### config.mk
export PLATFORM = sky130hd
export DESIGN_NAME = pkt_rr_arbiter_flat
export DESIGN_NICKNAME = d
export VERILOG_FILES = /design/src/rtl/pkt_arb_pkg.sv /design/src/rtl/pkt_rr_arbiter_if.sv /design/src/rtl/pkt_rr_arbiter_rr_pick.sv /design/src/rtl/pkt_rr_arbiter.sv /design/src/flat_wrapper.sv
export SDC_FILE = /design/constraint.sdc
export NUM_CORES = 1
export LEC_CHECK = 0
export ABC_CLOCK_PERIOD_IN_PS = 7150
export CAP_MARGIN = 10
export CORE_UTILIZATION = 39
export DETAILED_ROUTE_END_ITERATION = 6
export DONT_BUFFER_PORTS = 1
export PLACE_DENSITY_LB_ADDON = 0.2
export REMOVE_ABC_BUFFERS = 1
export SLEW_MARGIN = 10
export SYNTH_ARGS = -nofsm -noshare
export SYNTH_HDL_FRONTEND = slang
export SYNTH_SLANG_ARGS = --single-unit
### constraint.sdc
create_clock -name clk -period 7.15 [get_ports clk]
set_input_delay 1.0725 -clock clk [delete_from_list [all_inputs] [get_ports clk]]
set_output_delay 1.0725 -clock clk [all_outputs]
set_load 0.05 [all_outputs]
### src/rtl/pkt_arb_pkg.sv
// Shared types and helpers for the round-robin packet arbiter.
package pkt_arb_pkg;

    // Arbiter FSM states: waiting for a winner, or forwarding one packet.
    typedef enum logic [0:0] {
        IDLE = 1'b0,
        BUSY = 1'b1
    } arb_state_e;

    localparam int DEF_N_SRC   = 4;
    localparam int DEF_DATA_W  = 8;
    localparam int DEF_TIMEOUT = 255;

    // Width of a source index; at least one bit even for degenerate counts.
    function automatic int src_idx_w(input int n);
        return (n < 2) ? 1 : $clog2(n);
    endfunction

    // Watchdog counter width: wide enough for the timeout, never below 8 bits.
    function automatic int wd_cnt_w(input int t);
        int w;
        w = $clog2(t + 1);
        return (w < 8) ? 8 : w;
    endfunction

endpackage

### src/rtl/pkt_rr_arbiter_if.sv
// Source-bank / sink bundle for pkt_rr_arbiter.
// slave  : arbiter side (consumes requests and beats, drives grant and out_*).
// master : environment side (packet generators and sink).
interface pkt_rr_arbiter_if #(
    parameter int N_SRC  = pkt_arb_pkg::DEF_N_SRC,
    parameter int DATA_W = pkt_arb_pkg::DEF_DATA_W
) ();
    localparam int IDX_W = pkt_arb_pkg::src_idx_w(N_SRC);

    logic [N_SRC-1:0]        src_req;
    logic [N_SRC-1:0]        src_en;
    logic [N_SRC*DATA_W-1:0] src_data;
    logic [N_SRC-1:0]        src_last;
    logic                    sink_ready;
    logic [N_SRC-1:0]        src_grant;
    logic                    out_en;
    logic [DATA_W-1:0]       out_data;
    logic                    out_last;
    logic [IDX_W-1:0]        out_src;
    logic                    out_abort;

    modport slave (
        input  src_req, src_en, src_data, src_last, sink_ready,
        output src_grant, out_en, out_data, out_last, out_src, out_abort
    );

    modport master (
        output src_req, src_en, src_data, src_last, sink_ready,
        input  src_grant, out_en, out_data, out_last, out_src, out_abort
    );
endinterface

### src/rtl/pkt_rr_arbiter_rr_pick.sv
// Combinational round-robin selector: first requester after last_winner,
// wrapping modulo N_SRC.
module rr_pick
    import pkt_arb_pkg::*;
#(
    parameter int N_SRC = DEF_N_SRC,
    parameter int IDX_W = src_idx_w(N_SRC)
) (
    input  logic [N_SRC-1:0] req_i,
    input  logic [IDX_W-1:0] last_winner_i,
    output logic [N_SRC-1:0] pick_o,
    output logic [IDX_W-1:0] pick_idx_o,
    output logic             any_req_o
);
    int               cand_int_s;
    logic [IDX_W-1:0] cand_s;
    logic             found_s;

    // Scan from last_winner+1 upward so the previous winner is checked last.
    always_comb begin
        pick_o     = '0;
        pick_idx_o = '0;
        any_req_o  = |req_i;
        found_s    = 1'b0;
        cand_int_s = 0;
        cand_s     = '0;
        for (int i = 1; i <= N_SRC; i++) begin
            cand_int_s = (int'(last_winner_i) + i) % N_SRC;
            cand_s     = IDX_W'(cand_int_s);
            if (!found_s && req_i[cand_s]) begin
                found_s        = 1'b1;
                pick_o[cand_s] = 1'b1;
                pick_idx_o     = cand_s;
            end else begin
                found_s = found_s;
            end
        end
    end
endmodule

### src/rtl/pkt_rr_arbiter.sv
// Round-robin packet arbiter: grants one source at a time and forwards its
// beats one cycle late until its last beat, then rotates priority.
// Optional build macro PKT_ARB_WATCHDOG_EN adds a stall watchdog that aborts
// a granted packet after TIMEOUT consecutive beat-less cycles.
module pkt_rr_arbiter
    import pkt_arb_pkg::*;
#(
    parameter int N_SRC   = DEF_N_SRC,
    parameter int DATA_W  = DEF_DATA_W,
    parameter int TIMEOUT = DEF_TIMEOUT
) (
    input  logic              clk,
    input  logic              rst,
    pkt_rr_arbiter_if.slave   arb
);
    localparam int IDX_W = src_idx_w(N_SRC);

    // Reject unusable configurations at elaboration time.
    if (N_SRC < 2 || N_SRC > 16 || TIMEOUT < 1) begin : g_bad_cfg
        $error("pkt_rr_arbiter: N_SRC must be 2..16 and TIMEOUT >= 1");
    end

    arb_state_e        state_q, state_d;
    logic [IDX_W-1:0]  cur_q, cur_d;
    logic [IDX_W-1:0]  last_winner_q, last_winner_d;
    logic [N_SRC-1:0]  grant_q, grant_d;
    logic              out_en_q, out_en_d;
    logic [DATA_W-1:0] out_data_q, out_data_d;
    logic              out_last_q, out_last_d;
    logic [IDX_W-1:0]  out_src_q, out_src_d;

    logic [N_SRC-1:0]  pick_s;
    logic [IDX_W-1:0]  pick_idx_s;
    logic              any_req_s;
    logic              cur_en_s;
    logic              cur_last_s;
    logic [DATA_W-1:0] cur_data_s;

`ifdef PKT_ARB_WATCHDOG_EN
    localparam int WD_W = wd_cnt_w(TIMEOUT);
    logic [WD_W-1:0]   wd_q, wd_d;
    logic              out_abort_q, out_abort_d;
`endif

    rr_pick #(
        .N_SRC (N_SRC),
        .IDX_W (IDX_W)
    ) u_rr_pick (
        .req_i         (arb.src_req),
        .last_winner_i (last_winner_q),
        .pick_o        (pick_s),
        .pick_idx_o    (pick_idx_s),
        .any_req_o     (any_req_s)
    );

    assign cur_en_s   = arb.src_en[cur_q];
    assign cur_last_s = arb.src_last[cur_q];

    // Select the granted source's data lane; other lanes never reach the output.
    always_comb begin
        cur_data_s = '0;
        for (int k = 0; k < N_SRC; k++) begin
            if (cur_q == IDX_W'(k)) begin
                cur_data_s = arb.src_data[k*DATA_W +: DATA_W];
            end else begin
                cur_data_s = cur_data_s;
            end
        end
    end

    // Next-state and registered-output logic for the grant FSM.
    always_comb begin
        state_d       = state_q;
        cur_d         = cur_q;
        last_winner_d = last_winner_q;
        grant_d       = grant_q;
        out_en_d      = 1'b0;
        out_data_d    = out_data_q;
        out_last_d    = 1'b0;
        out_src_d     = out_src_q;
`ifdef PKT_ARB_WATCHDOG_EN
        wd_d          = wd_q;
        out_abort_d   = 1'b0;
`endif
        case (state_q)
            IDLE: begin
                if (arb.sink_ready && any_req_s) begin
                    grant_d = pick_s;
                    cur_d   = pick_idx_s;
                    state_d = BUSY;
`ifdef PKT_ARB_WATCHDOG_EN
                    wd_d    = '0;
`endif
                end else begin
                    state_d = IDLE;
                end
            end
            BUSY: begin
                out_en_d   = cur_en_s;
                out_last_d = cur_en_s & cur_last_s;
                out_src_d  = cur_q;
                if (cur_en_s) begin
                    out_data_d = cur_data_s;
`ifdef PKT_ARB_WATCHDOG_EN
                    wd_d       = '0;
`endif
                    if (cur_last_s) begin
                        grant_d       = '0;
                        last_winner_d = cur_q;
                        state_d       = IDLE;
                    end else begin
                        state_d = BUSY;
                    end
                end else begin
`ifdef PKT_ARB_WATCHDOG_EN
                    // This beat-less cycle is the TIMEOUT-th in a row: abort.
                    if (wd_q == WD_W'(TIMEOUT - 1)) begin
                        grant_d       = '0;
                        last_winner_d = cur_q;
                        out_abort_d   = 1'b1;
                        wd_d          = '0;
                        state_d       = IDLE;
                    end else begin
                        wd_d = wd_q + WD_W'(1);
                    end
`else
                    state_d = BUSY;
`endif
                end
            end
            default: begin
                state_d = IDLE;
                grant_d = '0;
            end
        endcase
    end

    // State and output registers; last_winner resets so source 0 wins first.
    always_ff @(posedge clk or posedge rst) begin
        if (rst) begin
            state_q       <= IDLE;
            cur_q         <= '0;
            last_winner_q <= IDX_W'(N_SRC - 1);
            grant_q       <= '0;
            out_en_q      <= 1'b0;
            out_data_q    <= '0;
            out_last_q    <= 1'b0;
            out_src_q     <= '0;
        end else begin
            state_q       <= state_d;
            cur_q         <= cur_d;
            last_winner_q <= last_winner_d;
            grant_q       <= grant_d;
            out_en_q      <= out_en_d;
            out_data_q    <= out_data_d;
            out_last_q    <= out_last_d;
            out_src_q     <= out_src_d;
        end
    end

`ifdef PKT_ARB_WATCHDOG_EN
    // Watchdog counter and abort pulse register.
    always_ff @(posedge clk or posedge rst) begin
        if (rst) begin
            wd_q        <= '0;
            out_abort_q <= 1'b0;
        end else begin
            wd_q        <= wd_d;
            out_abort_q <= out_abort_d;
        end
    end

    assign arb.out_abort = out_abort_q;
`else
    assign arb.out_abort = 1'b0;
`endif

    assign arb.src_grant = grant_q;
    assign arb.out_en    = out_en_q;
    assign arb.out_data  = out_data_q;
    assign arb.out_last  = out_last_q;
    assign arb.out_src   = out_src_q;
endmodule

### src/flat_wrapper.sv
// flat-port wrapper written by rule: the top's interface ports become plain ports
module pkt_rr_arbiter_flat import pkt_arb_pkg::*;
#(
    parameter int N_SRC   = DEF_N_SRC,
    parameter int DATA_W  = DEF_DATA_W,
    parameter int TIMEOUT = DEF_TIMEOUT
)
  (clk, rst, arb_src_req, arb_src_en, arb_src_data, arb_src_last, arb_sink_ready, arb_src_grant, arb_out_en, arb_out_data, arb_out_last, arb_out_src, arb_out_abort);
  pkt_rr_arbiter_if #(.N_SRC(N_SRC), .DATA_W(DATA_W)) arb_i ();
  input  logic clk;
  input  logic rst;
  input wire logic [$bits(arb_i.src_req)-1:0] arb_src_req;
  input wire logic [$bits(arb_i.src_en)-1:0] arb_src_en;
  input wire logic [$bits(arb_i.src_data)-1:0] arb_src_data;
  input wire logic [$bits(arb_i.src_last)-1:0] arb_src_last;
  input wire logic [$bits(arb_i.sink_ready)-1:0] arb_sink_ready;
  output wire logic [$bits(arb_i.src_grant)-1:0] arb_src_grant;
  output wire logic [$bits(arb_i.out_en)-1:0] arb_out_en;
  output wire logic [$bits(arb_i.out_data)-1:0] arb_out_data;
  output wire logic [$bits(arb_i.out_last)-1:0] arb_out_last;
  output wire logic [$bits(arb_i.out_src)-1:0] arb_out_src;
  output wire logic [$bits(arb_i.out_abort)-1:0] arb_out_abort;
  assign arb_i.src_req = arb_src_req;
  assign arb_i.src_en = arb_src_en;
  assign arb_i.src_data = arb_src_data;
  assign arb_i.src_last = arb_src_last;
  assign arb_i.sink_ready = arb_sink_ready;
  assign arb_src_grant = arb_i.src_grant;
  assign arb_out_en = arb_i.out_en;
  assign arb_out_data = arb_i.out_data;
  assign arb_out_last = arb_i.out_last;
  assign arb_out_src = arb_i.out_src;
  assign arb_out_abort = arb_i.out_abort;
  pkt_rr_arbiter #(.N_SRC(N_SRC), .DATA_W(DATA_W), .TIMEOUT(TIMEOUT)) u_core (.clk(clk), .rst(rst), .arb(arb_i));
endmodule
==> reports/qor.yml, run 1 <==
grt:
  antenna_found_initial: 0
  grt_max_degree: 24
  grt_usage_pct: 16.03
  grtUsageMet2_pct: 26.65
  grtUsageMet3_pct: 4.094
  busiest_layer: "met2"
  grt_pass1_vias: 1257
  grt_overflow: 0
  grt_pass1_wl_um: 6285
  gr-usage-met1_pct: 21.17
setup_path:
  cp_max_fo: 23
  crit_cells: 7
  start_kind: "flop"
  crit_family: "compound AO/OA/AOI/OAI gates"
  crit_path_end_kind: "flop"
  endpoint: "u_core.arb.src_grant[1]"
  critical_path_arrival_ns: 3.34
  r2r_cells: 7
  crit_chain: "bufinv_8 > ha_1 > mux2i_2 > o22ai_1 > a2111oi_2 > o22ai_1 > a22o_1"
  reg2reg_from: "u_core.last_winner_q[0]"
  cp_num_buf_inv: 1
  r2r-end: "u_core.arb.src_grant[1]"
  r2r_setup_slack_ns: 3.96
  startpoint: "u_core.last_winner_q[0]"
  cp_slowest_cell: "dfstp_2"
  cpMostUsedCell: "o22ai_1"
  crit_type: "reg2reg"
  max_stage_delay_ns: 0.80
  cp.required_ns: 7.30
logic_synthesis:
  yosys_warnings: 0
  synthFlopType: "dfrtp_1"
  synth.cell_area_sq_mm: 0.001755
  synth_top_family_by_area: "multiplexers"
  synthXorXnorAreaFrac_pct: 0
  synth-edff-count: 0
  synth_area_per_cell_sq_um: 10.84
  ys_types: 44
  synth.ff_latch_count: 21
  muxShareOfSynthArea_pct: 26.87
  synth_top_area_share_pct: 27.08
  synth_area_leaders: "dfrtp_1 27%, mux4_2 13%, mux2_2 6.4%"
  ys_async_sr_fraction_pct: 100.0
  synthAdderAreaFrac_pct: 5.702
  synth_compound_gate_area_share_pct: 17.03
  yosys.area.top_type: "dfrtp_1"
  yosysSeqAreaShare_pct: 30.08
  syn_inst: 162
  synthSimpleGateAreaFrac_pct: 12.12
route:
  dr.pass1.iters: 5
  vias: 1293
  drcViolationCount: 0
  wirelength_um: 3799
  viasPerCell: 6.307
  ant_nets: 0
  wl_per_cell_um: 18.53
  drt_iter0_markers: 63
cts:
  cts_resized: 0
  cts.clk_slew.worst_paths_ns: 0.07
  clock_path_buffers: 2
  cts_sinks: 21
  cts-root-buf: "clkbuf_8"
  hold_buffers: 0
  cts_htree_levels: 1
  cts_buffers: 3
  cts_tree: "built"
  postCtsSetupBuffers: 0
  clk-insertion-delay-late_ns: 0.25
placement:
  placedInstanceArea_sq_mm: 0.001735
  post-place-ws_ns: 3.996
  hpwl_um: 2798
  gp_congestion: 0.8512
  port_buffers: 0
timing:
  setup_tns_ns: 0
  fin_hold_ws_ns: 0.6399
  setup_ws_ns: 3.956
  drv_slew: 0
  finalCritPeriodShare_pct: 44.68
  hold_viol: 0
  max_slew_margin_pct: 48.03
  worstMarginPinSlew_ns: 0.7787
  rsz0062_at_grt: "no"
  finalSetupViolations: 0
  max_clock_freq_mhz: 313.0
  fin_crit_ns: 3.194
  skew_ns: 0.001042
floorplanning:
  dieWidth_um: 69.09
  io_pins: 64
  rows: 24
  dieArea_sq_mm: 0.004773
  die_height_um: 69.09
  start_util_pct: 40.32
  core_area_sq_mm: 0.004354
finish:
  fin_area_sq_mm: 0.001782
  finalNetCount: 209
  layout-drive-gt1-share_pct: 24.84
  n_fill_cell: 420
  antennaDiodeCount: 0
  area_delta_synth_final_pct: 1.497
flow_run:
  drv_cap: 0
status:
  status: "complete, no violations"
pwr:
  ir_worst_vdd_v: 0.0002036
  p_leak_uw: 0.0007036
  cellPowerDensity_mw_per_mm2: 557.5
hold_path:
  worstHoldPathType: "reg2reg"
## state kept, by name (all words and copies together) (netlist names)
signal,flops
u_core.arb.src_grant,4
u_core.arb.out_last,1
u_core.arb.out_en,1
u_core.state_q,1
u_core.arb.out_src,2
u_core.last_winner_q,2
u_core.cur_q,2
u_core.arb.out_data,8
## layer usage
layer,vias to the layer above,wire length [um]
met4,0,36
met1,643,1601
met2,52,1932
met5,-,0
li1,594,-
met3,4,228
## cells in the final DEF, fill, tap and decap left out, drive strengths merged, types with 2 or more instances in the layout
cell type / Yosys / routed
dfstp: 2 / 2
inv: 10 / 10
nand2b: 5 / 5
mux2: 12 / 12
o22ai: 10 / 10
clkbuf: 3 / 3
nor3: 8 / 8
o211ai: 3 / 3
mux4: 10 / 10
ha: 8 / 8
a21oi: 4 / 4
mux2i: 8 / 8
nand2: 8 / 8
nor2: 10 / 10
a22o: 6 / 6
o21ai: 5 / 5
dfrtp: 19 / 19
a221oi: 2 / 2
a2111oi: 4 / 4
## cells by family after synthesis
group                      after synthesis
DFF                                     21
other                                    1
AOI/OAI and AO/OA                       38
buffers and inverters                   24
muxes                                   30
adders and majority gates                8
and+or+nand+nor                         40
## Yosys cell counts, types with 2 or more instances
cell type	count
o21ai_0	2
mux4_2	10
dfstp_2	2
inv_1	10
nand2_1	8
a2111oi_2	2
buf_2	5
nor2_1	9
a2111oi_1	2
nor3_1	8
o21ai_1	3
a221oi_1	2
mux2_4	2
o211ai_1	2
o22ai_1	10
dfrtp_1	19
mux2i_2	3
nand2b_1	5
ha_1	8
mux2i_1	4
a22o_1	6
buf_4	2
mux2_2	10
a21oi_1	4
buf_6	3
clkbuf_1	3
## per-stage QoR
step / util [%] / total power [uW] / std cells
2_1_floorplan: - / 815.7 / 149
3_3_place_gp: 39.86 / 907.0 / 201
3_5_place_dp: 39.86 / 921.8 / 201
4_1_cts: 40.92 / 999.0 / 205
5_1_grt: 40.92 / 1067 / 205
6_report: 40.92 / 993.4 / 205
## worst reg2reg max path: cells and delay by family (launching register included)
kind                       cells  cell delay (ns)
AOI/OAI and AO/OA              4             0.94
adders and majority gates      1             0.61
buffers and inverters          1             0.29
DFF                            1             0.80
muxes                          1             0.45
## where the power goes
part	total, uW	leakage [uW]	internal, uW	switching, uW
combinational	504	0.000430	262	243
sequential	414	0.000248	178	236
clock	74.5	0.0000255	38.7	35.8
total	993	0.000704	478	515
## worst min-delay path by stage
| stage | slack, ns | start | cells after the start | endpoint |
|---|---|---|---|---|
| after detailed placement | 0.62 | u_core.state_q | 2 | u_core.state_q |
| after floorplan | 0.54 | u_core.state_q | 2 | u_core.state_q |
| final | 0.64 | u_core.state_q | 2 | u_core.state_q |
| after global placement | 0.58 | u_core.state_q | 2 | u_core.state_q |
| after global routing | 0.71 | u_core.state_q | 1 | u_core.arb.out_src[1] |
| after CTS | 0.63 | u_core.state_q | 2 | u_core.state_q |
## area by class of cell
type	instances	area, sq um	area share, %
multi-input combinational	117	1087	61.03
sequential	21	528.0	29.63
inverter	11	55.05	3.090
tap	52	65.06	3.652
clock inverter	1	5.005	0.2809
clock buffer	3	41.29	2.317
No activity file was read; power rests on OpenSTA's default activity.
==> inputs of run 2 (changes only) <==
Settings changed: ABC_CLOCK_PERIOD_IN_PS 7150 to 2600.
Clock period 7.15 ns to 2.6 ns, I/O delays scaled along.
==> reports/qor.yml, run 2 (synthesis results as in run 1) <==
status:
  status: "complete, no violations"
grt:
  busiest_layer: "met2"
  grt_pass1_vias: 1296
  gr-usage-met1_pct: 21.21
  grt_pass1_wl_um: 6341
  grtUsageMet2_pct: 26.11
  grtUsageMet3_pct: 4.094
  antenna_found_initial: 0
  grt_usage_pct: 16.14
  grt_max_degree: 23
  grt_overflow: 0
setup_path:
  cp.required_ns: 2.75
  critical_path_arrival_ns: 2.51
  crit_type: "reg2reg"
  cp_max_fo: 6
  start_kind: "flop"
  crit_path_end_kind: "flop"
finish:
  finalNetCount: 218
  area_delta_synth_final_pct: 7.199
  multi_input_area_sq_mm: 0.001120
  largest_reg_flops: 8
  final_util_pct: 43.22
  fin_area_sq_mm: 0.001882
  antennaDiodeCount: 0
  mostFrequentLayoutCells: "19 x dfrtp_1, 10 x inv_1, 10 x o22ai_1, 10 x mux4_2, 10 x mux2_2"
  layout-drive-gt1-share_pct: 31.48
  seqCellArea_sq_um: 528.0
  final_common_cell: "dfrtp_1"
  n_fill_cell: 408
route:
  drcViolationCount: 0
  dr.pass1.iters: 6
  vias: 1313
  wl_per_cell_um: 18.02
  viasPerCell: 6.136
  ant_nets: 0
  wirelength_um: 3857
  drt_iter0_markers: 38
floorplanning:
  dieArea_sq_mm: 0.004773
  core_area_sq_mm: 0.004354
  rows: 24
  die_height_um: 69.09
  dieWidth_um: 69.09
  io_pins: 64
  start_util_pct: 40.32
placement:
  port_buffers: 0
  gp_congestion: 0.8764
  hpwl_um: 2885
  placedInstanceArea_sq_mm: 0.001803
cts:
  cts_resized: 0
  clk-insertion-delay-late_ns: 0.26
  cts_sinks: 21
  cts_buffers: 3
  cts-root-buf: "clkbuf_8"
  postCtsSetupBuffers: 0
  cts_htree_levels: 1
  cts_tree: "built"
  cts.clk_slew.worst_paths_ns: 0.08
  hold_buffers: 0
  clock_path_buffers: 2
timing:
  max_slew_margin_pct: 47.07
  drv_slew: 0
  setup_tns_ns: 0
  hold_viol: 0
  rsz0062_at_grt: "no"
  worstMarginPinSlew_ns: 0.7931
  skew_ns: 0.004527
  fin_crit_ns: 2.356
  finalSetupViolations: 0
  finalCritPeriodShare_pct: 90.63
  max_clock_freq_mhz: 424.4
hold_path:
  worstHoldPathType: "in2async"
pwr:
  ir_worst_vdd_v: 0.0005248
  power_uw: 2936
  cellPowerDensity_mw_per_mm2: 1560
  p_leak_uw: 0.0007423
flow_run:
  drv_cap: 0
[run 2: metrics by stage]
step | setup WS [ns] | cells | hold WS (ns)
6_report | 0.2437 | 214 | 0.1635
5_1_grt | 0.1133 | 214 | 0.2232
4_1_cts | 0.01854 | 214 | 0.1934
3_5_place_dp | 0.02936 | 210 | 0.4740
3_3_place_gp | 0.09104 | 210 | 0.4591
2_1_floorplan | -0.1813 | 149 | 0.3650
[run 2: where the power goes]
group	internal [uW]	switching, uW	total, uW
sequential	487	518	1010
combinational	883	840	1720
clock	107	102	208
[run 2: worst paths after layout]
kind | start | to | slack (ns) | cells past startpoint
worst min-delay path | rst | u_core.arb.out_src[1] | 0.16 | 1
worst max-delay path | u_core.last_winner_q[0] | u_core.arb.src_grant[3] | 0.24 | 7
max in group asynchronous | rst | u_core.arb.out_data[6] | 1.94 | 1
min in group clk | arb_sink_ready | u_core.state_q | 0.29 | 2
worst min register to register | u_core.cur_q[0] | u_core.last_winner_q[0] | 0.61 | 2
worst max register to register | u_core.last_winner_q[0] | u_core.arb.src_grant[3] | 0.24 | 7
[run 2: layer usage]
layer  routed length, um  vias up
met5                   0        -
met4                  91        0
met3                 248        8
met2                1869       52
met1                1648      644
li1                    -      609
[run 2: layout make-up]
class | instances | area share [%]
clock inverter | 1 | 0.2660
sequential | 21 | 28.06
inverter | 11 | 2.926
timing repair buffer | 9 | 3.590
multi-input combinational | 117 | 59.51
clock buffer | 3 | 2.194
tap | 52 | 3.457
[run 2: worst max-delay path, stage by stage, from the launching register on]
cell and delay (ns):
dfstp_2 0.53, bufinv_8 0.17, ha_4 0.33, mux2i_4 0.31, o22ai_1 0.14, a2111oi_2 0.38, o22ai_1 0.14, a22o_1 0.24
==> inputs of run 3 (changes only) <==
Settings changed: ABC_AREA set to 1.
==> reports/qor.yml, run 3 <==
timing:
  max_clock_freq_mhz: 458.9
  finalSetupViolations: 0
  worstMarginPinSlew_ns: 0.7889
  drv_slew: 0
  skew_ns: 0.01129
  setup_ws_ns: 0.4210
  rsz0062_at_grt: "no"
  fin_hold_ws_ns: 0.1531
  hold_viol: 0
  max_slew_margin_pct: 47.35
  setup_tns_ns: 0
  finalCritPeriodShare_pct: 83.81
  fin_crit_ns: 2.179
finish:
  mostFrequentLayoutCells: "76 x nand2_1, 26 x nand3_1, 19 x dfrtp_1"
  finalNetCount: 268
  final_common_cell: "nand2_1"
  layout-drive-gt1-share_pct: 15.57
  largest_reg_flops: 8
  antennaDiodeCount: 0
  area_delta_synth_final_pct: 6.013
setup_path:
  crit_type: "reg2reg"
  cp_max_fo: 11
  crit_path_end_kind: "flop"
  cp.required_ns: 2.76
  critical_path_arrival_ns: 2.34
  start_kind: "flop"
logic_synthesis:
  synth.ff_latch_count: 21
  yosys.area.top_type: "dfrtp_1"
  syn_inst: 209
  synth-edff-count: 0
  ys_types: 25
  synth_top_area_share_pct: 31.30
  synthAdderAreaFrac_pct: 6.590
  synth_area_per_cell_sq_um: 7.268
  synthSimpleGateAreaFrac_pct: 39.95
  ys_async_sr_fraction_pct: 100.0
  synth.cell_area_sq_mm: 0.001519
  yosysSeqAreaShare_pct: 34.76
  synthFlopType: "dfrtp_1"
  synthTopCellsByCount: "76 x nand2_1, 26 x nand3_1, 19 x dfrtp_1"
  synth_compound_gate_area_share_pct: 12.44
  synth_top_family_by_area: "simple AND/OR/NAND/NOR gates"
  synth_most_common_cell: "nand2_1"
  yosys_warnings: 0
  muxShareOfSynthArea_pct: 0
  synth_area_leaders: "dfrtp_1 31%, nand2_1 19%, nand3_1 8.6%"
  synthXorXnorAreaFrac_pct: 0
floorplanning:
  dieArea_sq_mm: 0.004149
  start_util_pct: 41.18
  io_pins: 64
  die_height_um: 64.41
  rows: 22
  core_area_sq_mm: 0.003689
  dieWidth_um: 64.41
grt:
  grt_usage_pct: 17.33
  grt_overflow: 0
  grt_max_degree: 22
  grt_pass1_wl_um: 5637
  grt_pass1_vias: 1218
  antenna_found_initial: 0
pwr:
  p_leak_uw: 0.0008079
  cellPowerDensity_mw_per_mm2: 1465
  ir_worst_vdd_v: 0.0005882
cts:
  cts_buffers: 3
  cts_tree: "built"
  hold_buffers: 0
  cts_sinks: 21
  cts_htree_levels: 1
  cts.clk_slew.worst_paths_ns: 0.08
  clock_path_buffers: 2
  cts_resized: 0
  postCtsSetupBuffers: 0
  clk-insertion-delay-late_ns: 0.26
  cts-root-buf: "clkbuf_8"
route:
  wl_per_cell_um: 13.59
  ant_nets: 0
  drcViolationCount: 0
  drt_iter0_markers: 68
  viasPerCell: 5.250
  wirelength_um: 3533
  dr.pass1.iters: 4
  vias: 1365
placement:
  gp_congestion: 0.8924
  port_buffers: 0
  post-place-ws_ns: 0.4449
  hpwl_um: 2663
hold_path:
  worstHoldPathType: "in2async"
flow_run:
  drv_cap: 0
status:
  status: "complete, no violations"
run 3: cell count changes in the layout (fill, tap and decap cells not counted), moves of 7 or more:
cell,previous run,this run
nand2_1,8,76
nand3_1,1,26
mux2_2,10,0
mux4_2,10,0
o22ai_1,10,0
a21oi_1,4,13
nor3_1,8,0
buf_4,9,2
run 3: critical path, stage by stage (launching register included):
cell and delay, ns:
dfstp_2 0.63, inv_1 0.15, ha_1 0.39, inv_1 0.10
nand3_2 0.13, nand2_4 0.08, nor2_4 0.23, nand2_1 0.07
o21ai_0 0.14, inv_1 0.05, nand2_1 0.05, nand2_1 0.04
run 3: power by group:
group,total (uW),internal [uW],switching [uW]
sequential,952,470,483
combinational,1190,401,792
clock,214,107,107
total,2360,978,1380
run 3: layout make-up:
| type | instances | area (sq um) |
|---|---|---|
| clock inverters | 1 | 5.005 |
| fillers | 389 | 2078 |
| flip-flops and latches | 21 | 528.0 |
| repair buffers | 2 | 15.01 |
| inverters | 15 | 61.31 |
| multi-input cells | 170 | 899.6 |
| clock buffers | 3 | 41.29 |
| well taps | 48 | 60.06 |
run 3: path summary, 6_finish.rpt:
check / to / depth (start not counted) / start / slack (ns)
setup / recovery: u_core.cur_q[1] / 11 / u_core.last_winner_q[1] / 0.42
hold / removal: u_core.arb.out_src[0] / 1 / rst / 0.15
setup reg to reg: u_core.cur_q[1] / 11 / u_core.last_winner_q[1] / 0.42
hold reg to reg: u_core.last_winner_q[1] / 2 / u_core.last_winner_q[1] / 0.56
max in group asynchronous: u_core.arb.out_data[1] / 1 / rst / 1.94
min in group clk: u_core.state_q / 2 / arb_sink_ready / 0.30
run 3: per-stage QoR:
| step | util (%) | cells | total power [uW] | cell area, sq um |
|---|---|---|---|---|
| floorplan | - | 206 | 1879 | 1489 |
| global placement | 42.40 | 256 | 2147 | 1564 |
| detailed placement | 42.40 | 256 | 2145 | 1564 |
| CTS | 43.66 | 260 | 2368 | 1610 |
| global route | 43.66 | 260 | 2573 | 1610 |
| finish | 43.66 | 260 | 2359 | 1610 |
run 3: cell families after synthesis:
logic type | count (synthesis)
buffers and inverters | 18
adder cells (fa/ha/maj) | 8
AO/OA/AOI/OAI | 33
AND/OR/NAND/NOR | 128
other | 1
flip-flops | 21
run 3: per-layer routing:
layer | GRT usage, % | up-vias | share of wire, %
met1 | 24.72 | 623 | 48
li1 | - | 698 | -
met5 | 0 | - | 0
met4 | 2.500 | 0 | 0.65
met2 | 26.18 | 40 | 45
met3 | 5.282 | 4 | 6.7
